**config.mk**
```make
export PLATFORM = sky130hd
export DESIGN_NAME = reg_fifo_prog
export DESIGN_NICKNAME = d
export VERILOG_FILES = /design/src/rtl/reg_fifo_prog.sv
export SDC_FILE = /design/constraint.sdc
export NUM_CORES = 1
export LEC_CHECK = 0
export CAP_MARGIN = 20
export CORE_MARGIN = 1
export CORE_UTILIZATION = 47
export DETAILED_ROUTE_END_ITERATION = 12
export PLACE_DENSITY_LB_ADDON = 0.3
export RECOVER_POWER = 25
export SYNTH_ARGS = -nofsm -noshare
export SYNTH_HDL_FRONTEND = slang
export SYNTH_SLANG_ARGS = --single-unit
```
**constraint.sdc**
```tcl
create_clock -name clk -period 2.1 [get_ports clk]
set_input_delay 0.42 -clock clk [delete_from_list [all_inputs] [get_ports clk]]
set_output_delay 0.42 -clock clk [all_outputs]
set_load 0.01 [all_outputs]
```
**src/rtl/reg_fifo_prog.sv**
```systemverilog
// Register-based single-clock FIFO with programmable almost-full/almost-empty
// thresholds, synchronous flush, sticky error flags and selectable output mode.
module reg_fifo_prog #(
  parameter int DATA_W  = 8,
  parameter int DEPTH   = 8,
  parameter int REG_OUT = 0,
  parameter int CNT_W   = $clog2(DEPTH + 1)
) (
  input  logic              clk,
  input  logic              rst,
  input  logic              i_flush,
  input  logic              i_wren,
  input  logic [DATA_W-1:0] i_wrdata,
  output logic              o_full,
  output logic              o_alm_full,
  input  logic              i_rden,
  output logic [DATA_W-1:0] o_rddata,
  output logic              o_rdvalid,
  output logic              o_empty,
  output logic              o_alm_empty,
  input  logic [CNT_W-1:0]  i_upp_th,
  input  logic [CNT_W-1:0]  i_low_th,
  output logic [CNT_W-1:0]  o_dcount,
  output logic              o_ovf,
  output logic              o_udf,
  input  logic              i_clr_err
);

  localparam int PTR_W = $clog2(DEPTH);

  logic [DATA_W-1:0] mem [DEPTH];
  logic [PTR_W-1:0]  wrptr;
  logic [PTR_W-1:0]  rdptr;
  logic [CNT_W-1:0]  count;
  logic              full;
  logic              empty;
  logic              rd_acc;
  logic              wr_acc;
  logic              ovf_set;
  logic              udf_set;
  logic              ovf;
  logic              udf;

  // Explicit wrap keeps non-power-of-2 depths from ever reaching DEPTH..2^PTR_W-1.
  function automatic logic [PTR_W-1:0] ptr_inc(input logic [PTR_W-1:0] p);
    if (p == PTR_W'(DEPTH - 1)) begin
      return '0;
    end
    return p + PTR_W'(1);
  endfunction

  function automatic logic sticky_next(input logic cur, input logic set, input logic clr);
    return set | (cur & ~clr);
  endfunction

  assign full    = (count == CNT_W'(DEPTH));
  assign empty   = (count == '0);

  // A full FIFO still takes a write when a read frees the head slot this cycle.
  assign rd_acc  = i_rden & ~empty & ~i_flush;
  assign wr_acc  = i_wren & (~full | rd_acc) & ~i_flush;
  assign ovf_set = i_wren & ~wr_acc & ~i_flush;
  assign udf_set = i_rden & ~rd_acc & ~i_flush;

  always_ff @(posedge clk) begin
    if (wr_acc) begin
      mem[wrptr] <= i_wrdata;
    end
  end

  always_ff @(posedge clk or posedge rst) begin
    if (rst) begin
      wrptr <= '0;
      rdptr <= '0;
      count <= '0;
    end else if (i_flush) begin
      wrptr <= '0;
      rdptr <= '0;
      count <= '0;
    end else begin
      if (wr_acc) begin
        wrptr <= ptr_inc(wrptr);
      end
      if (rd_acc) begin
        rdptr <= ptr_inc(rdptr);
      end
      case ({wr_acc, rd_acc})
        2'b10:   count <= count + CNT_W'(1);
        2'b01:   count <= count - CNT_W'(1);
        default: count <= count;
      endcase
    end
  end

  always_ff @(posedge clk or posedge rst) begin
    if (rst) begin
      ovf <= 1'b0;
      udf <= 1'b0;
    end else begin
      ovf <= sticky_next(ovf, ovf_set, i_clr_err);
      udf <= sticky_next(udf, udf_set, i_clr_err);
    end
  end

  generate
    if (REG_OUT != 0) begin : g_reg_out
      logic [DATA_W-1:0] rddata_p1;
      logic              vld_p1;

      // Stage p1: head word captured on an accepted read, valid for one cycle.
      always_ff @(posedge clk or posedge rst) begin
        if (rst) begin
          rddata_p1 <= '0;
          vld_p1    <= 1'b0;
        end else begin
          vld_p1 <= rd_acc;
          if (rd_acc) begin
            rddata_p1 <= mem[rdptr];
          end
        end
      end

      assign o_rddata  = rddata_p1;
      assign o_rdvalid = vld_p1;
    end else begin : g_fwft
      assign o_rddata  = mem[rdptr];
      assign o_rdvalid = ~empty;
    end
  endgenerate

  assign o_full      = full;
  assign o_empty     = empty;
  assign o_alm_full  = (count >= i_upp_th);
  assign o_alm_empty = (count <= i_low_th);
  assign o_dcount    = count;
  assign o_ovf       = ovf;
  assign o_udf       = udf;

endmodule

```
==> impl_metrics.env <==
export IMPL_critPathTopFamily="multiplexers"
export IMPL_slowest_stage="mux4_2"
export IMPL_ir_drop_v=0.000392
export IMPL_synth_cells=215
export IMPL_timing_final_ws_setup_ps=-248
export IMPL_drt_initial_drc_count=141
export IMPL_synth_edf_count=64
export IMPL_yosysSeqAreaShare=0.629
export IMPL_fin_crit_ps=2350
export IMPL_drtAntennaViolNets=0
export IMPL_slew_headroom=0.675
export IMPL_holdWs_ps=506
export IMPL_antenna_found_initial=0
export IMPL_remaining_drc_errors=0
export IMPL_cts_sinks=76
export IMPL_grt_max_degree=19
export IMPL_ys_seq_elements=76
export IMPL_die_area_sq_um=7870
export IMPL_grt_pass1_vias=2218
export IMPL_layout_cells_most_common_list="edfxtp_1, buf_4, buf_6"
export IMPL_path_buf_inv=3
export IMPL_crit_type="flip-flop to primary output"
export IMPL_synth_area_sq_um=3530
export IMPL_async_flop_share=0.158
export IMPL_fmax_mhz=426
export IMPL_cpMostUsedCell="buf_6"
export IMPL_final_core_util=0.663
export IMPL_period_share=1.12
export IMPL_vias=2168
export IMPL_die_height_um=88.7
export IMPL_syn_to_final_growth_pct=36.1
export IMPL_maxCapViolations=0
export IMPL_synthFlopType="edfxtp_1"
export IMPL_postSynthAreaPerCell_sq_um=16.4
export IMPL_die_width_um=88.7
export IMPL_stdcell_count=412
export IMPL_finalSetupViolations=12
export IMPL_synth_distinct_cells=45
export IMPL_finClkSkew_ps=11.5
export IMPL_core_sq_um=7250
export IMPL_layout_commonest_cell="edfxtp_1"
export IMPL_slew_viol_final=0
export IMPL_numPlacedInstances=379
export IMPL_grt_usage=0.205
export IMPL_syn_nets=251
export IMPL_io_pins=41
export IMPL_htreeDepth=3
export IMPL_wire_per_inst_um=18.0
export IMPL_grt_pass1_wl_mm=11.3
export IMPL_layout_drive_gt1_share=0.444
export IMPL_cts_tree="built"
export IMPL_critical_path_cell_chain="buf_6, buf_6, mux4_2, mux2_4, buf_6"
export IMPL_place_congestion=0.817
export IMPL_cp_end_kind="primary output"
export IMPL_portBuffers=40
export IMPL_worstMarginPinSlew_ps=487
export IMPL_worstPathArrival_ps=1930
export IMPL_clock_latency_ps=350
export IMPL_crit_path_max_fanout=5
export IMPL_viasPerCell=5.26
export IMPL_nets=344
export IMPL_cp_start_kind="flip-flop"
export IMPL_violations="setup timing"
export IMPL_rows=31
export IMPL_leakage_nw=1.82
export IMPL_cts_root_buf="clkbuf_8"
export IMPL_dr_pass1_iters=4
export IMPL_start_util=0.487
export IMPL_clk_path_buf_depth=2
export IMPL_clk_pin_slew_ps=80
export IMPL_overflow=0
export IMPL_hpwl_mm=4.66
export IMPL_status="finished, violations left"
export IMPL_p_per_area_nw_per_um2=899
export IMPL_rsz0062_at_grt="true"
export IMPL_cts_buffers=9
export IMPL_diodes=0
export IMPL_yosys_warnings=0
export IMPL_cp_required_ps=1680
export IMPL_hold_violations=0
export IMPL_wl_mm=7.43
export IMPL_slowest_delay_ps=490
export IMPL_hold_class="flip-flop to flip-flop"
-- layout make-up --
class                   count  area (sq um)
fillers                   551          2440
inverters                  11          48.8
repair buffers             91           851
clock inverters             7          82.6
clock buffers               9           124
well taps                  99           124
flip-flops and latches     76          2230
multi-input cells         119          1350
-- what timing repair did --
item,in CTS,in global routing
resized for setup,105,29
pin swaps,10,13
buffers inserted,12,7
setup endpoints to repair,15,50
hold buffers,0,0
cloned,1,0
-- registers in the layout, summed over array words and instances, names as in the netlist --
| signal | cells |
|---|---|
| wrptr | 3 |
| o_ovf | 1 |
| o_udf | 1 |
| mem | 64 |
| o_dcount | 4 |
| rdptr | 3 |
-- per-layer routing --
layer  track usage  share of wire  up-vias
met5             0              0        -
met4        0.0938          0.017        0
met3        0.0410          0.043       13
met2         0.321           0.48       60
met1         0.278           0.46     1080
li1              -              -     1015
-- cell usage after synthesis (3+ instances only) --
| master | n | area, sq um |
|---|---|---|
| mux4_1 | 16 | 420 |
| a21oi_1 | 8 | 40.0 |
| mux2_2 | 9 | 101 |
| nand2_1 | 7 | 26.3 |
| nor2_1 | 11 | 41.3 |
| nand3_1 | 4 | 20.0 |
| dfrtp_1 | 12 | 300 |
| nor3_1 | 5 | 25.0 |
| clkbuf_1 | 3 | 11.3 |
| mux2i_1 | 3 | 30.0 |
| edfxtp_1 | 64 | 1920 |
| o22ai_1 | 3 | 18.8 |
| nand2b_1 | 7 | 43.8 |
| a21o_1 | 3 | 22.5 |
| inv_1 | 10 | 37.5 |
| ha_1 | 13 | 163 |
-- cell families after synthesis --
group | count (synthesis) | synth area share
buffers and inverters | 20 | 0.0308
multiplexers | 28 | 0.156
adder cells (fa/ha/maj) | 14 | 0.0517
XOR/XNOR | 3 | 0.00744
AO/OA/AOI/OAI | 24 | 0.0439
AND/OR/NAND/NOR | 50 | 0.0811
flip-flops | 76 | 0.629
-- report_power, final --
part	leakage, nW	internal, mW	switching, mW
Combinational	0.986	0.852	0.587
Sequential	0.736	1.69	0.0430
Clock	0.0988	0.569	0.580
-- stage by stage --
stage | TNS [ps] | instance area (sq um) | worst slack [ps] | total power [mW]
global placement | -14580 | 4290 | -651 | 2.78
detailed placement | -16690 | 4290 | -711 | 2.81
global route | -3160 | 4810 | -304 | 4.53
finish | -2370 | 4810 | -248 | 4.32
CTS | -2420 | 4660 | -246 | 4.23
floorplan | -373 | 3570 | -240 | 2.38
-- path summary, 6_finish.rpt --
check                       startpoint           to  slack (ps)  cells past startpoint
max reg2reg                o_dcount[3]  o_dcount[2]        -140                      9
min reg2reg                      o_ovf        o_ovf         510                      1
max                           rdptr[0]  o_rddata[7]        -250                      5
min                              o_ovf        o_ovf         510                      1
min in group asynchronous          rst  o_dcount[1]         540                      2
max in group asynchronous          rst  o_dcount[3]        1210                      2
(Power assumes the default switching activity.)
